<file path="config.mk">
export PLATFORM = sky130hd
export DESIGN_NAME = escaner_teclado
export DESIGN_NICKNAME = d
export VERILOG_FILES = /design/src/rtl/teclado_pkg.sv /design/src/rtl/generador_tick.sv /design/src/rtl/escaner_teclado.sv
export SDC_FILE = /design/constraint.sdc
export NUM_CORES = 1
export LEC_CHECK = 0
export CAP_MARGIN = 40
export CELL_PAD_IN_SITES_DETAIL_PLACEMENT = 1
export CELL_PAD_IN_SITES_GLOBAL_PLACEMENT = 1
export CORE_MARGIN = 4
export CORE_UTILIZATION = 35
export CTS_CLUSTER_DIAMETER = 60
export DETAILED_ROUTE_END_ITERATION = 10
export DONT_BUFFER_PORTS = 1
export PLACE_DENSITY_LB_ADDON = 0.05
export RECOVER_POWER = 25
export REMOVE_ABC_BUFFERS = 1
export SLEW_MARGIN = 20
export SYNTH_ARGS = -nofsm -noshare
export SYNTH_HDL_FRONTEND = slang
export SYNTH_SLANG_ARGS = --single-unit
</file>
<file path="constraint.sdc">
create_clock -name clk -period 2.8 [get_ports clk]
set_clock_uncertainty 0.1 [all_clocks]
set_input_delay 0.42 -clock clk [delete_from_list [all_inputs] [get_ports clk]]
set_output_delay 0.42 -clock clk [all_outputs]
set_load 0.02 [all_outputs]
</file>
<file path="src/rtl/teclado_pkg.sv">
// Shared definitions for the 4x4 keypad scanner: FSM encoding, key map and
// default timing parameters.
package teclado_pkg;

    localparam int unsigned SCAN_BITS_DEF = 16;
    localparam int unsigned DEB_COUNT_DEF = 4;

    typedef enum logic [1:0] {
        ST_SCAN     = 2'd0,
        ST_DEBOUNCE = 2'd1,
        ST_HELD     = 2'd2,
        ST_RELEASE  = 2'd3
    } estado_e;

    // Row-major key layout: 1 2 3 A / 4 5 6 B / 7 8 9 C / E 0 F D
    function automatic logic [3:0] mapa_tecla(input logic [1:0] fila, input logic [1:0] col);
        logic [3:0] codigo;
        case ({fila, col})
            4'd0:    codigo = 4'h1;
            4'd1:    codigo = 4'h2;
            4'd2:    codigo = 4'h3;
            4'd3:    codigo = 4'hA;
            4'd4:    codigo = 4'h4;
            4'd5:    codigo = 4'h5;
            4'd6:    codigo = 4'h6;
            4'd7:    codigo = 4'hB;
            4'd8:    codigo = 4'h7;
            4'd9:    codigo = 4'h8;
            4'd10:   codigo = 4'h9;
            4'd11:   codigo = 4'hC;
            4'd12:   codigo = 4'hE;
            4'd13:   codigo = 4'h0;
            4'd14:   codigo = 4'hF;
            default: codigo = 4'hD;
        endcase
        return codigo;
    endfunction

endpackage

</file>
<file path="src/rtl/generador_tick.sv">
// Free-running prescaler; tick strobes for one cycle whenever the count is all ones.
module generador_tick
    import teclado_pkg::*;
#(
    parameter int unsigned SCAN_BITS = SCAN_BITS_DEF
) (
    input  logic clk,
    input  logic reset,
    output logic tick
);

    logic [SCAN_BITS-1:0] cnt_q;

    always_ff @(posedge clk) begin
        if (reset) begin
            cnt_q <= '0;
        end else begin
            cnt_q <= cnt_q + SCAN_BITS'(1);
        end
    end

    assign tick = &cnt_q;

endmodule

</file>
<file path="src/rtl/escaner_teclado.sv">
// 4x4 keypad scanner: column rotation, debounced press/release detection and
// a four-digit history of accepted keys.
module escaner_teclado
    import teclado_pkg::*;
#(
    parameter int unsigned SCAN_BITS = SCAN_BITS_DEF,
    parameter int unsigned DEB_COUNT = DEB_COUNT_DEF
) (
    input  logic        clk,
    input  logic        reset,
    input  logic [3:0]  filas,
    output logic [3:0]  columnas,
    output logic [3:0]  tecla,
    output logic        tecla_valida,
    output logic        tecla_presionada,
    output logic [15:0] digitos
);

    localparam int unsigned CW = $clog2(DEB_COUNT + 1);

    logic          tick;
    logic [3:0]    sync1_q, filas_s;
    estado_e       state_q, state_d;
    logic [CW-1:0] cnt_q, cnt_d, cnt_inc;
    logic [1:0]    fila_q, fila_d;
    logic [3:0]    col_q, col_d, col_rot;
    logic [3:0]    tecla_q, tecla_d;
    logic          valida_q, valida_d;
    logic          pres_q, pres_d;
    logic [15:0]   dig_q, dig_d;
    logic          unica_c, libre_c, misma_c, aceptar_c, liberar_c;
    logic [1:0]    fila_idx_c, col_idx_c;

    generador_tick #(.SCAN_BITS(SCAN_BITS)) u_tick (
        .clk   (clk),
        .reset (reset),
        .tick  (tick)
    );

    // Row decode: exactly one low row is a valid single key.
    always_comb begin
        unica_c    = 1'b1;
        fila_idx_c = 2'd0;
        case (filas_s)
            4'b1110: fila_idx_c = 2'd0;
            4'b1101: fila_idx_c = 2'd1;
            4'b1011: fila_idx_c = 2'd2;
            4'b0111: fila_idx_c = 2'd3;
            default: unica_c = 1'b0;
        endcase
        col_idx_c = 2'd0;
        case (col_q)
            4'b1101: col_idx_c = 2'd1;
            4'b1011: col_idx_c = 2'd2;
            4'b0111: col_idx_c = 2'd3;
            default: col_idx_c = 2'd0;
        endcase
    end

    assign libre_c = (filas_s == 4'hF);
    assign misma_c = (filas_s == ~(4'b0001 << fila_q));
    assign cnt_inc = cnt_q + CW'(1);
    assign col_rot = {col_q[2:0], col_q[3]};

    always_ff @(posedge clk) begin
        if (reset) begin
            sync1_q  <= 4'hF;
            filas_s  <= 4'hF;
            state_q  <= ST_SCAN;
            cnt_q    <= '0;
            fila_q   <= '0;
            col_q    <= 4'b1110;
            tecla_q  <= '0;
            valida_q <= 1'b0;
            pres_q   <= 1'b0;
            dig_q    <= '0;
        end else begin
            sync1_q  <= filas;
            filas_s  <= sync1_q;
            state_q  <= state_d;
            cnt_q    <= cnt_d;
            fila_q   <= fila_d;
            col_q    <= col_d;
            tecla_q  <= tecla_d;
            valida_q <= valida_d;
            pres_q   <= pres_d;
            dig_q    <= dig_d;
        end
    end

    // Next-state: all decisions happen only on the scan tick.
    always_comb begin
        state_d   = state_q;
        cnt_d     = cnt_q;
        fila_d    = fila_q;
        col_d     = col_q;
        aceptar_c = 1'b0;
        liberar_c = 1'b0;
        if (tick) begin
            case (state_q)
                ST_SCAN: begin
                    if (unica_c) begin
                        fila_d = fila_idx_c;
                        cnt_d  = CW'(1);
                        if (DEB_COUNT <= 1) begin
                            state_d   = ST_HELD;
                            aceptar_c = 1'b1;
                        end else begin
                            state_d = ST_DEBOUNCE;
                        end
                    end else begin
                        col_d = col_rot;
                    end
                end
                ST_DEBOUNCE: begin
                    if (misma_c) begin
                        cnt_d = cnt_inc;
                        if (cnt_inc >= CW'(DEB_COUNT)) begin
                            state_d   = ST_HELD;
                            aceptar_c = 1'b1;
                        end
                    end else begin
                        state_d = ST_SCAN;
                        col_d   = col_rot;
                    end
                end
                ST_HELD: begin
                    if (libre_c) begin
                        cnt_d = CW'(1);
                        if (DEB_COUNT <= 1) begin
                            state_d   = ST_SCAN;
                            col_d     = col_rot;
                            liberar_c = 1'b1;
                        end else begin
                            state_d = ST_RELEASE;
                        end
                    end
                end
                default: begin
                    if (libre_c) begin
                        cnt_d = cnt_inc;
                        if (cnt_inc >= CW'(DEB_COUNT)) begin
                            state_d   = ST_SCAN;
                            col_d     = col_rot;
                            liberar_c = 1'b1;
                        end
                    end else begin
                        state_d = ST_HELD;
                    end
                end
            endcase
        end
    end

    // Output next values: pulse, code and history update on acceptance.
    always_comb begin
        valida_d = aceptar_c;
        tecla_d  = tecla_q;
        dig_d    = dig_q;
        pres_d   = pres_q;
        if (aceptar_c) begin
            tecla_d = mapa_tecla(fila_d, col_idx_c);
            dig_d   = {dig_q[11:0], mapa_tecla(fila_d, col_idx_c)};
            pres_d  = 1'b1;
        end else if (liberar_c) begin
            pres_d = 1'b0;
        end
    end

    assign columnas         = col_q;
    assign tecla            = tecla_q;
    assign tecla_valida     = valida_q;
    assign tecla_presionada = pres_q;
    assign digitos          = dig_q;

endmodule
</file>
==> flow_summary.yaml <==
power_and_ir_drop:
  ir_drop_mv: 0.178
  switching_share_pct: 20.4
  power_density_nw_per_um2: 487
  clockPowerShare_pct: 40.2
  p_comb_share_pct: 2.2
  p_seq_share_pct: 57.6
  switchingPower_uw: 274
  intPower_mw: 1.07
  p_leak_nw: 0.983
clock_tree:
  numCtsBuffers: 5
  clk_latency_ps: 300
  h-tree-depth: 2
  cts_setup_buffers: 0
  cts-root-buf: "clkbuf_8"
  cts_tree: "built"
  cts_sinks: 53
  clk_pin_slew_ps: 100
  ctsResizeCount: 0
  cts_hold_buf: 0
  clock_path_buffers: 2
run_status:
  status: "finished clean"
synth:
  synth_top_area_share_pct: 40.9
  synth_area_um2: 2590
  synth_compound_area_share_pct: 17.9
  synth_top_family_by_area: "simple AND/OR/NAND/NOR gates"
  async_flop_share_pct: 0
  synthTopCellsByArea: "dfxtp_1 41%, nand2_1 5.4%, ha_1 5.3%, xor2_1 4.7%, a21oi_1 4.6%"
  synthSimpleGateAreaFrac_pct: 24.6
  synth_xor_area_share_pct: 6.08
  synth_seq_cells: 53
  syn_inst: 295
  yosys.area_share.adder_pct: 5.31
  synth_largest_area_cell: "dfxtp_1"
  synth_mux_area_share_pct: 0.772
  yosysWarnings: 0
  yosysUniqueCellTypes: 54
  yosysSeqAreaShare_pct: 40.9
  synth_area_per_cell_um2: 8.79
  synth_edf_count: 0
  ys.flop_type: "dfxtp_1"
sta:
  fin_setup_tns_ps: 0
  grt_setup_unrepaired: "false"
  setup_viol: 0
  maxSlewHeadroom_pct: 59.5
  max_freq_mhz: 415
  timing.final.crit_share_pct: 86.1
  worst_pin_slew_ps: 603
  finalCriticalPeriod_ps: 2410
  finalHoldViolCount: 0
  drv_slew: 0
run:
  drv_cap: 0
global_route:
  grt_max_degree: 55
  gr-total-overflow: 0
  antenna_found_initial: 0
  grt_usage_pct: 13.8
  grt_pass1_wl_mm: 9.84
  grt_pass1_vias: 2011
routing:
  vias_per_cell: 5.19
  wl_per_cell_um: 14.9
  ant_nets: 0
  post-route-drc-count: 0
  num_vias: 2004
  firstDrtPassIters: 4
  drt_wl_total_mm: 5.73
  drt_iter0_markers: 73
worst_setup_path:
  cp_data_arrival_time_ps: 2490
  cp-end-kind: "register"
  crit_required_ps: 2880
  critical_path_class: "reg -> reg"
  worst_setup_path_start_kind: "register"
  cp_max_fo: 11
cells_and_area:
  final_cell_mix: "53 x dfxtp_1, 37 x nand2_1, 24 x nor2_1, 24 x a21oi_1"
  syn2layout_area_growth_pct: 6.37
  instances_no_fill: 386
  final_common_cell: "dfxtp_1"
  drive_above_1_share_pct: 10.8
  finalInstanceArea_um2: 2760
  diodes: 0
  final_nets: 303
floorplan:
  initial_utilization_pct: 35.9
  coreArea_um2: 7210
  die_h_um: 94.1
  dieArea_um2: 8850
  ioPinCount: 32
  num_rows: 31
  die_x_um: 94.1
placed_design:
  port_buffers: 0
  placed_area_um2: 2640
  placed_cells: 378
  gp_congestion: 0.772
  place.detailed.hpwl_mm: 4.13
hold_path:
  holdCritPathClass: "in -> reg"
[cell families after synthesis]
| kind of cell | Yosys count |
|---|---|
| adder cells (fa/ha/maj) | 11 |
| XOR/XNOR | 18 |
| buffers and inverters | 24 |
| AO/OA/AOI/OAI | 63 |
| AND/OR/NAND/NOR | 124 |
| multiplexers | 2 |
| flip-flops | 53 |
[Yosys cell counts (2+ instances only)]
cell / n
dfxtp_1: 53
nand2_1: 37
a21oi_1: 24
nor2_1: 24
nand3_1: 14
xor2_1: 14
ha_1: 11
buf_2: 8
or2_2: 8
clkbuf_1: 7
o21ai_0: 7
nor2b_1: 6
and2_1: 5
inv_1: 5
nand4_1: 5
nor3_1: 5
buf_4: 4
o2111ai_1: 4
xnor2_1: 4
a211o_1: 3
o21bai_1: 3
o31a_1: 3
or3_1: 3
a211oi_1: 2
and4_1: 2
and4b_1: 2
mux2i_1: 2
nand2b_1: 2
o211ai_1: 2
o221ai_2: 2
[final cells by class]
class / instances / area (um2)
fill: 867 / 4460
multi-input combinational: 218 / 1420
sequential: 53 / 1060
tap: 99 / 124
clock buffer: 7 / 86.3
clock inverter: 1 / 30.0
timing repair buffer: 3 / 22.5
inverter: 5 / 18.8
[worst max-delay path, cell delays in order, from the launching register on]
cell and delay [ps]:
dfxtp_1 390, ha_1 220, and2_1 200, nand4_2 130, buf_4 190, o41a_1 410, o221a_4 300, o21ai_0 240
a211oi_1 110
[state kept, by name, summed over array words and instances (netlist names), 2 cells and up]
register      count
cnt_q             3
columnas          4
digitos          16
fila_q            2
filas_s           4
state_q           2
sync1_q           4
u_tick.cnt_q     16
[power groups by stage]
| stage | clock, mW | combinational, mW | sequential, mW |
|---|---|---|---|
| floorplan | 0 | 0.0253 | 0.788 |
| global placement | 0 | 0.0300 | 0.791 |
| detailed placement | 0 | 0.0304 | 0.791 |
| CTS | 0.569 | 0.0306 | 0.774 |
| global route | 0.591 | 0.0336 | 0.776 |
| finish | 0.540 | 0.0299 | 0.774 |
[final timing paths]
check | from | endpoint | slack [ps] | cells after the start
max | u_tick.cnt_q[0] | digitos[0] | 390 | 8
min | reset | u_tick.cnt_q[0] | 70 | 1
max reg2reg | u_tick.cnt_q[0] | digitos[0] | 390 | 8
min reg2reg | sync1_q[2] | filas_s[2] | 320 | 1
[through the flow]
stage          hold WS [ps]  utilization, %  worst slack, ps  power, mW
6_report               72.4            38.2              388       1.34
3_5_place_dp            297            36.6              369      0.821
4_1_cts                60.7            38.2              360       1.37
5_1_grt                57.5            38.2              128       1.40
3_3_place_gp            295            36.6              402      0.821
2_1_floorplan           289               -              275      0.813
[metal layers]
layer  share of wire, %  GRT usage (%)
met1                 47           17.8
met2                 47           22.7
met3                4.7           3.37
met4                1.5           4.33
met5                  0              0
(Power assumes the default switching activity.)
==> edit 1 (same settings) <==
Re-encode `estado_e` (4 values) as Gray code, 2 bits wide.
--- a/src/rtl/teclado_pkg.sv
+++ b/src/rtl/teclado_pkg.sv
@@ -6,10 +6,10 @@
     localparam int unsigned DEB_COUNT_DEF = 4;
 
     typedef enum logic [1:0] {
-        ST_SCAN     = 2'd0,
-        ST_DEBOUNCE = 2'd1,
-        ST_HELD     = 2'd2,
-        ST_RELEASE  = 2'd3
+        ST_SCAN     = 2'b00,
+        ST_DEBOUNCE = 2'b01,
+        ST_HELD     = 2'b11,
+        ST_RELEASE  = 2'b10
     } estado_e;
 
     // Row-major key layout: 1 2 3 A / 4 5 6 B / 7 8 9 C / E 0 F D
Function: no difference found for any inputs over 10 cycles, from zero or initial values and one cycle with reset high; not proved beyond that.
==> edit 1 against the original RTL <==
Area after synthesis is 1.4% lower. Largest cell class unchanged. Sequential power is 0.5% lower. Power shrank 6.5%. Routed wire length is 0.10% higher. First-iteration DRC count down 16%. Worst setup slack worse by 0.24 ns. Worst hold slack worse by 0.0053 ns. Sequential cell count unchanged. Cell area fell by 0.23%. Non-clock buffer count is 4 higher. Die area shrank 1.2%. Fmax is 9.0% lower.
==> edit 1: results (changes against the original RTL) <==
Logic synthesis
  – Synth cell types: 56 (was 54)
  – Post-synth ARST share: 0% (unchanged)
  – Area contributors post-synth: dfxtp_1 41%, ha_1 5.4%, nand2_1 5.3% (was dfxtp_1 41%, nand2_1 5.4%, ha_1 5.3%)
  – Count leader, synth: dfxtp_1 (unchanged)
  – Gate count of the mapped netlist: 297 (was 295)
  – Post-synth top cells: 53 x dfxtp_1, 36 x nand2_1, 27 x nor2_1 (was 53 x dfxtp_1, 37 x nand2_1, 24 x a21oi_1, 24 x nor2_1)
  – Yosys warns: 0 (unchanged)
  – Register area share after synthesis: 41.49% (was 40.93%)

Placed design
  – IO Port Bufs: 0 (unchanged)
  – Placed Instances: 383 (was 378)
  – Final GP Congestion: 0.8154 (was 0.7719)
  – Hpwl dp: 4186 um (was 4129 um)

GRT
  – Gr usage total: 14.05% (was 13.81%)
  – Vias in the first global route: 1947 (was 2011)
  – Initial antenna violation count: 0 (unchanged)
  – First-pass GRT wire length: 9722 um (was 9839 um)
  – Largest net degree at the start of global routing: 50 (was 55)

Clocking
  – Clk buf depth: 2 (unchanged)
  – CTS clk-pin slew, worst paths: 0.11 ns
  – Root buf cell: clkbuf_8 (unchanged)
  – Clock Latency Late Sink: 0.31 ns
  – CTS HTree Levels: 2 (unchanged)
  – Setup Buffers After CTS: 0 (unchanged)
  – CTS Buf Count: 5 (unchanged)

Cells and area
  – Share of cells above drive strength 1: 11.53% (was 10.80%)
  – Number of diodes: 0 (unchanged)
  – Nets: 311 (was 303)
  – # fillers: 854 (was 867)

Power and ir drop
  – VDD IR max: 0.1719 mV (was 0.1778 mV)
  – Leakage Power: 1.016 nW (was 0.9825 nW)

Detailed routing
  – DR WL/cell: 14.68 um (was 14.85 um)
  – Via-per-instance ratio: 5.090 (was 5.192)
  – DR pass1 iterations: 4 (unchanged)
  – Vias: 1990 (was 2004)
  – Drt initial violations: 61 (was 73)

Critical path
  – WP data arrival: 2.79 ns (was 2.49 ns)
  – Flop2flop setup slack: 0.15 ns (was 0.39 ns)
  – CP Max Fanout: 7 (was 11)
  – Origin of the worst setup path: state_q[0]$_SDFFE_PP0P_ (was u_tick.cnt_q[0]$_SDFF_PP0_)
  – Reg-to-reg endpoint: digitos[0]$_SDFFE_PP0P_ (unchanged)
  – R2R cell count: 8 (unchanged)

Outcome
  – Status: completed (unchanged)

STA
  – Worst hold slack: 0.06711 ns (was 0.07243 ns)
  – Slew @ Worst Pin: 0.5034 ns (was 0.6026 ns)

Worst hold path
  – Hold Crit Depth: 1 (unchanged)
  – Min-delay worst type: in -> reg (unchanged)
  – Hold EP: u_tick.cnt_q[7]$_SDFF_PP0_ (was u_tick.cnt_q[0]$_SDFF_PP0_)
  – Hold Path Origin: reset (unchanged)

Job
  – Max_cap viols: 0 (unchanged)
[edit 1: worst max path at each step]
stage | endpoint | slack, ns | cells after the start
floorplan | digitos[0]$_SDFFE_PP0P_ | 0.35 | 8
global placement | digitos[0]$_SDFFE_PP0P_ | 0.22 | 8
detailed placement | digitos[0]$_SDFFE_PP0P_ | 0.15 | 8
CTS | digitos[0]$_SDFFE_PP0P_ | 0.12 | 8
global route | digitos[0]$_SDFFE_PP0P_ | 0.02 | 9
finish | digitos[0]$_SDFFE_PP0P_ | 0.15 | 8
[edit 1: area by class of cell]
class / instances / area [sq um] / share of cell area (%)
sequential: 53 / 1061 / 38.56
tap: 96 / 120.1 / 4.366
multi-input combinational: 218 / 1390 / 50.52
clock buffer: 5 / 68.82 / 2.501
inverter: 9 / 33.78 / 1.228
clock inverter: 3 / 25.02 / 0.9095
timing repair buffer: 7 / 52.55 / 1.910
[edit 1: critical path, stage by stage (launching register included)]
cell      delay (ns)
dfxtp_1         0.36
inv_1           0.10
ha_2            0.24
nand4_1         0.16
or4_4           0.61
or2_1           0.25
and2_1          0.24
a211o_1         0.32
a211oi_2        0.20
[edit 1: cells by family after synthesis]
logic type | count (synthesis) | share of synthesized area, %
simple gates | 128 | 25.74
compound gates | 53 | 13.21
flops | 53 | 41.49
buf+inv | 26 | 4.941
xor+xnor | 19 | 6.507
fa+ha+maj | 11 | 5.382
mux | 7 | 2.740
[edit 1: repair_timing]
item	in CTS	in global routing
resized for setup	0	5
hold endpoints to repair	0	0
hold buffers	0	0
endpoints found under the setup margin	0	4
[edit 1: report_power, final]
part / switching (mW) / internal, mW / total, mW
Clock: 0.271 / 0.181 / 0.452
Sequential: 0.00807 / 0.762 / 0.770
Combinational: 0.0177 / 0.0152 / 0.0329
Total: 0.297 / 0.959 / 1.26
[edit 1: per-stage QoR]
step	power, mW	setup slack [ns]	util, %	cell area (sq um)
after CTS	1.285	0.1237	39.33	2731
after floorplan	0.8115	0.3494	-	2465
after global routing	1.313	0.01761	39.62	2751
after global placement	0.8197	0.2240	37.98	2638
after detailed placement	0.8202	0.1470	37.98	2638
final	1.256	0.1492	39.62	2751
[edit 1: metal layers]
metal | wire, um | global-route usage (%)
met2 | 2478 | 21.50
met3 | 295 | 4.103
met5 | 0 | 0
met1 | 2842 | 18.54
met4 | 123 | 5.495
==> edit 2 (config.mk and constraints unchanged) <==
Made on the original files. Change the package constant `DEB_COUNT_DEF` from 4 to 8.
--- a/src/rtl/teclado_pkg.sv
+++ b/src/rtl/teclado_pkg.sv
@@ -3,7 +3,7 @@
 package teclado_pkg;
 
     localparam int unsigned SCAN_BITS_DEF = 16;
-    localparam int unsigned DEB_COUNT_DEF = 4;
+    localparam int unsigned DEB_COUNT_DEF = 8;
 
     typedef enum logic [1:0] {
         ST_SCAN     = 2'd0,
Formal check against the unedited RTL: no difference found for any inputs over 10 cycles, from zero or initial values and one cycle with reset high; that may be too few to reach the edited logic, so the function may still have changed.
==> edit 2 against the original RTL <==
Area after synthesis up 3.4%. Synthesized cell count is 2.7% lower. Sequential cell count up 1. Worst setup slack lost 0.060 ns. Sequential share of layout area hardly changed. Fmax fell by 2.4%. Worst hold slack hardly changed. Cell area rose by 1.8%. Power fell by 5.3%. Routed wire length down 5.2%. First-iteration DRC count fell by 19%.
==> edit 2: results (changes against the original RTL) <==
STA
  – Slew HR: 69.72% (was 59.52%)
  – Worst hold slack: 0.07268 ns (was 0.07243 ns)

Critical path
  – WP data arrival: 2.59 ns (was 2.49 ns)
  – CP top delay family: simple AND/OR/NAND/NOR gates (was compound AO/OA/AOI/OAI gates)
  – Flop2flop setup slack: 0.33 ns (was 0.39 ns)
  – CP Max Fanout: 5 (was 11)
  – Reg-to-reg endpoint: digitos[2]$_SDFFE_PP0P_ (was digitos[0]$_SDFFE_PP0P_)
  – CP peak stage delay: 0.47 ns (was 0.41 ns)

Cells and area
  – Share of cells above drive strength 1: 14.08% (was 10.80%)
  – Nets: 300 (was 303)
  – Fin cells: 383 (was 386)

GRT
  – Gr usage total: 12.80% (was 13.81%)
  – First-pass GRT wire length: 9246 um (was 9839 um)
  – Vias in the first global route: 1888 (was 2011)
  – Global-route track usage on met3: 3.315% (was 3.365%)

Logic synthesis
  – Compound-cell area share of the yosys netlist: 12.23% (was 17.86%)
  – Mux contribution to synthesized area: 6.020% (was 0.7722%)
  – Register area share after synthesis: 40.32% (was 40.93%)
  – Post-synth top cells: 54 x dfxtp_1, 42 x nor2_1, 15 x mux2i_1 (was 53 x dfxtp_1, 37 x nand2_1, 24 x a21oi_1, 24 x nor2_1)
  – Synth cell types: 56 (was 54)

Placed design
  – Hpwl dp: 3886 um (was 4129 um)
  – Final GP Congestion: 0.7559 (was 0.7719)

Outcome
  – Status: completed (unchanged)

Power and ir drop
  – Clock network fraction of total power: 35.9% (was 40.2%)
  – VDD IR max: 0.2603 mV (was 0.1778 mV)
  – Power share of the sequential group: 61.7% (was 57.6%)

Detailed routing
  – Met2 wire len: 2341 um (was 2687 um)
  – Metal3 WL: 192 um (was 268 um)
  – Drt total wl: 5437 um (was 5733 um)
  – Drt initial violations: 59 (was 73)
[edit 2: cell count changes in the layout (fill, tap and decap cells not counted), sizes merged, moves of 4 or more]
cell,before,now
nand2,37,14
and2,5,1
mux2i,2,15
buf,3,7
a21oi,25,11
nand3,14,5
inv,5,15
and3,2,6
nor2,25,42
xnor2,4,8
[edit 2: metrics by stage]
stage,setup WS (ns),cell area [sq um],total power [mW],utilization (%)
after detailed placement,0.3008,2706,0.8332,36.92
after global placement,0.3389,2706,0.8328,36.92
after CTS,0.2557,2798,1.302,38.16
after global routing,0.02246,2806,1.344,38.28
final,0.3278,2806,1.272,38.28
after floorplan,0.1244,2530,0.8255,-
[edit 2: cell type report]
cell class                 instances  area, sq um  area share [%]
clock buffer                       5        68.82           2.452
tap                               99        123.9           4.414
clock inverter                     3        22.52          0.8025
timing repair buffer               7        52.55           1.872
multi-input combinational        202         1409           50.20
inverter                          13        48.80           1.739
sequential                        54         1081           38.52
